--- src/rtl/sw_debounce_events_pkg.sv ---
// Board-level constants and shared types for the switch debounce front end.
// DEBOUNCE_CYCLES is the default hold time that the top level uses for STABLE_CYCLES.
package sw_debounce_events_pkg;

    localparam int SW_WIDTH        = 16;
    localparam int CLK_HZ          = 100_000_000;
    localparam int DEBOUNCE_MS     = 10;
    localparam int DEBOUNCE_CYCLES = (CLK_HZ / 1000) * DEBOUNCE_MS;

    typedef enum logic {
        ST_STABLE = 1'b0,
        ST_SETTLE = 1'b1
    } deb_state_t;

endpackage

--- src/rtl/sync_2ff.sv ---
// Two-flop synchroniser for a vector of asynchronous inputs.
// There is deliberately no logic between the two flop stages.
module sync_2ff #(
    parameter int WIDTH = 1
) (
    input  logic             clk,
    input  logic             rst,
    input  logic [WIDTH-1:0] d,
    output logic [WIDTH-1:0] q
);

    logic [WIDTH-1:0] meta_p0;

    always_ff @(posedge clk) begin
        if (rst) begin
            meta_p0 <= '0;
            q       <= '0;
        end else begin
            meta_p0 <= d;
            q       <= meta_p0;
        end
    end

endmodule

--- src/rtl/sw_debounce_events.sv ---
// Slide-switch front end: synchronise, debounce the whole vector, and publish
// a clean level plus a coalescing valid/ready change-event stream.
module sw_debounce_events
    import sw_debounce_events_pkg::*;
#(
    parameter int WIDTH         = SW_WIDTH,
    parameter int STABLE_CYCLES = DEBOUNCE_CYCLES
) (
    input  logic             clk,
    input  logic             rst,
    input  logic [WIDTH-1:0] SW,
    output logic [WIDTH-1:0] sw_clean,
    output logic             chg_valid,
    input  logic             chg_ready,
    output logic [WIDTH-1:0] chg_bits,
    output logic [WIDTH-1:0] chg_value
);

    localparam int               CNT_W    = $clog2(STABLE_CYCLES);
    localparam logic [CNT_W-1:0] CNT_LAST = CNT_W'(STABLE_CYCLES - 1);

    logic [WIDTH-1:0] sync_q;
    deb_state_t       state, state_nxt;
    logic [WIDTH-1:0] cand, cand_nxt;
    logic [CNT_W-1:0] cnt, cnt_nxt;
    logic [WIDTH-1:0] clean_nxt;
    logic             upd;
    logic [WIDTH-1:0] delta;

    sync_2ff #(
        .WIDTH (WIDTH)
    ) u_sync (
        .clk (clk),
        .rst (rst),
        .d   (SW),
        .q   (sync_q)
    );

    // Debounce stage: state, candidate, hold counter and accepted level
    always_ff @(posedge clk) begin
        if (rst) begin
            state    <= ST_STABLE;
            cand     <= '0;
            cnt      <= '0;
            sw_clean <= '0;
        end else begin
            state    <= state_nxt;
            cand     <= cand_nxt;
            cnt      <= cnt_nxt;
            sw_clean <= clean_nxt;
        end
    end

    always_comb begin
        state_nxt = state;
        cand_nxt  = cand;
        cnt_nxt   = cnt;
        clean_nxt = sw_clean;
        upd       = 1'b0;
        delta     = '0;
        if (sync_q != cand) begin
            // Any movement, including a bounce mid-settle, restarts the hold window
            cand_nxt  = sync_q;
            cnt_nxt   = '0;
            state_nxt = ST_SETTLE;
        end else if (state == ST_SETTLE) begin
            if (cnt != CNT_LAST) begin
                cnt_nxt = cnt + 1'b1;
            end else begin
                state_nxt = ST_STABLE;
                if (cand != sw_clean) begin
                    clean_nxt = cand;
                    upd       = 1'b1;
                    delta     = cand ^ sw_clean;
                end
            end
        end
    end

    // Event stage: a refused event absorbs later updates instead of dropping them
    always_ff @(posedge clk) begin
        if (rst) begin
            chg_valid <= 1'b0;
            chg_bits  <= '0;
            chg_value <= '0;
        end else if (upd && (!chg_valid || chg_ready)) begin
            chg_valid <= 1'b1;
            chg_bits  <= delta;
            chg_value <= clean_nxt;
        end else if (upd) begin
            chg_bits  <= chg_bits | delta;
            chg_value <= clean_nxt;
        end else if (chg_valid && chg_ready) begin
            chg_valid <= 1'b0;
        end
    end

endmodule

--- config.mk ---
export PLATFORM = sky130hd
export DESIGN_NAME = sw_debounce_events
export DESIGN_NICKNAME = d
export VERILOG_FILES = /design/src/rtl/sw_debounce_events_pkg.sv /design/src/rtl/sync_2ff.sv /design/src/rtl/sw_debounce_events.sv
export SDC_FILE = /design/constraint.sdc
export NUM_CORES = 1
export LEC_CHECK = 0
export CORE_MARGIN = 3
export CORE_UTILIZATION = 53
export CTS_CLUSTER_SIZE = 40
export DETAILED_ROUTE_END_ITERATION = 8
export HOLD_SLACK_MARGIN = 0.1
export PLACE_DENSITY = 0.75
export SETUP_SLACK_MARGIN = 0.02
export SYNTH_ARGS = -nofsm -noshare
export SYNTH_HDL_FRONTEND = slang
export SYNTH_SLANG_ARGS = --single-unit
--- constraint.sdc ---
create_clock -name clk -period 2.7 [get_ports clk]
set_input_delay 0.405 -clock clk [delete_from_list [all_inputs] [get_ports clk]]
set_output_delay 0.405 -clock clk [all_outputs]
set_load 0.02 [all_outputs]
==> results.tsv, run 1 <==
metric	value	unit
status	complete, no violations	
syn_nets	461	
Total Power	4.22	mW
clock sink count	118	
initial antenna violation count	0	
Final Slew Violations	0	
PortBufs	67	
register area share after synthesis	52.7	%
Placed Area	5260	µm²
Slew HR	51.8	%
Vias	3375	
H-tree Lvls	4	
max_cap viols	0	
ANT cells	0	
core area	7970	µm²
Horiz. Die Dim	98.0	µm
DR pass1 iterations	5	
first-pass GRT wire length	15800	µm
Critical Path AT	2.88	ns
GRT Total Usage	20.5	%
dpl cells	596	
DRC Markers	0	
crit end category	flip-flop	
WS Path Type	reg2reg	
M1 wire length	4380	µm
Setup TNS	0	ns
peak supply drop	0.486	mV
Die Height	98.0	µm
Final period util	90.6	%
drt initial violations	242	
Distinct cells, synth	33	
top sig layer	met4	
gpl congestion	0.823	
pwr/cell area	720	nW/µm²
Clock Latency Late Sink	0.51	ns
post-DP HPWL	6470	µm
Max Clk Rate	409	MHz
Gate Count Post-Synth	441	
Reg clk slew, reported paths	0.06	ns
CTS max path bufs	2	
post-route ant nets	0	
Cell Rows	32	
vias in the first global route	3271	
kind of start point of the critical path	flip-flop	
Hold Slack	0.339	ns
area grow syn2layout	30.8	%
Slew @ Worst Pin	0.722	ns
Clock Skew	0.00671	ns
largest net degree at the start of global routing	48	
io pins	68	
Synth Cell Area	4480	µm²
setup bufs post-CTS	0	
min Tclk post-route	2.45	ns
HP Class	in2reg	
Syn Area/Cell	10.2	µm²
Congestion Overflow GR	0	
leakage	2.14	nW
DRT Wirelength	9710	µm
Starting Density	56.2	%
nets	533	
critical path required time	3.14	ns
CTS root buf	clkbuf_8	
RSZ-0062 raised after global routing	false	
PostCTS Resize Cnt	0	
layout cells sized above 1	10.8	%
CTS tree	built	
Final Hold Viols	0	
post-route cell area	5860	µm²
reg-to-reg slack, setup	0.25	ns
Die Area	9600	µm²
Setup violations, final	0	
synthesis-stage register bit count	118	
routed wl met2	4510	µm
Layout Cells excl Fill	628	
metal3 WL	578	µm
Yosys warnings	0	
CP max FO	10	
CTS Buf Count	17	
average routed wire per standard cell	15.5	µm
DR vias/cell	5.37	
hold_buf cts	0	
layout by cell type (no fill, tap or decap), drive strengths merged, types with 3 or more instances in the layout:
master	Yosys	final
clkbuf	19	17
bufinv	0	3
and2	3	3
o21ai	17	17
o32ai	14	14
nor2	41	41
and4	4	4
xor2	16	16
mux2i	16	16
nand4	16	16
dfxtp	118	118
nand2b	17	17
nand3	22	22
clkinv	0	3
nor2b	50	50
nand2	10	10
buf	6	12
xnor2	35	35
nor4	4	4
clkdlybuf4s50	0	66
inv	2	9
a21oi	19	19
per-stage QoR:
stage	setup WS, ns	utilization [%]
floorplan	0.544	-
global placement	0.558	66.0
detailed placement	0.500	66.0
CTS	0.376	73.6
global route	0.199	73.6
finish	0.255	73.6
flip-flops by register name (all words and copies together) (netlist names):
name,flops
cand,16
chg_bits,16
chg_valid,1
chg_value,16
cnt,20
state,1
sw_clean,16
u_sync.meta_p0,16
u_sync.q,16
report_power, final:
group          internal [mW]  switching [mW]
clock                   1.43           0.839
combinational         0.0737          0.0919
sequential              1.77          0.0206
metal layers:
layer | global-route usage, % | vias up
met3 | 5.64 | 23
met2 | 32.0 | 123
met5 | 0 | -
met1 | 26.9 | 1581
li1 | - | 1648
met4 | 8.52 | 0
worst max-delay path, cell delays in order (launching register included):
cell	delay, ns
dfxtp_1	0.37
xnor2_1	0.41
nand2_1	0.13
nor4_1	0.45
and2_1	0.48
buf_4	0.25
o21ai_0	0.10
a21oi_1	0.17
kinds of logic after synthesis:
| logic type | share of synthesized area [%] |
|---|---|
| multiplexers | 3.57 |
| AO/OA/AOI/OAI | 8.93 |
| buffers and inverters | 2.68 |
| AND/OR/NAND/NOR | 21.9 |
| XOR/XNOR | 9.97 |
| flip-flops | 52.7 |
| adder cells (fa/ha/maj) | 0.279 |
cells in the mapped netlist:
library cell  count  area, µm²
ha_1              1       12.5
clkbuf_1         19       71.3
buf_2             3       15.0
xnor2_1          35        307
nor3_1            1       5.00
nand4_1          16        100
o21ai_0          17       85.1
o32ai_2          10        163
or4_1             1       7.51
buf_6             1       11.3
nand2b_1         17        106
o31ai_1           2       15.0
a21oi_1          19       95.1
mux2i_1          16        160
buf_4             2       15.0
nand3_2           1       10.0
nand2_1          10       37.5
nor2b_1          50        313
or4b_1            1       10.0
nor4_2            1       12.5
nor2_1           41        154
nor3_4            1       16.3
dfxtp_1         118       2360
nand3_1          21        105
inv_1             2       7.51
nand4b_1          2       17.5
and4_1            4       35.0
and3_1            2       12.5
xor2_1           16        140
nor4_1            3       18.8
and2_1            3       18.8
o32ai_1           4       35.0
a21boi_1          1       7.51
worst paths after layout:
path / start / to / cells past startpoint
min reg2reg: u_sync.meta_p0[14] / u_sync.q[14] / 1
min: rst / sw_clean[0] / 2
max reg2reg: cand[11] / chg_value[12] / 7
max: cand[11] / chg_value[12] / 7
layout make-up:
type | count | area, µm²
fillers | 593 | 2100
well taps | 102 | 128
clock inverters | 15 | 189
repair buffers | 78 | 763
inverters | 2 | 7.51
flip-flops and latches | 118 | 2360
multi-input cells | 296 | 2000
clock buffers | 17 | 414
Power figures use the tool's default switching activity.
==> run 2: changes to the inputs <==
--- a/config.mk
+++ b/config.mk
@@ -15,3 +15,4 @@
 export SYNTH_ARGS = -nofsm -noshare
 export SYNTH_HDL_FRONTEND = slang
 export SYNTH_SLANG_ARGS = --single-unit
+export TNS_END_PERCENT = 30
==> results of run 2 <==
The final DEF is identical to that of run 1; final timing and power are the same.
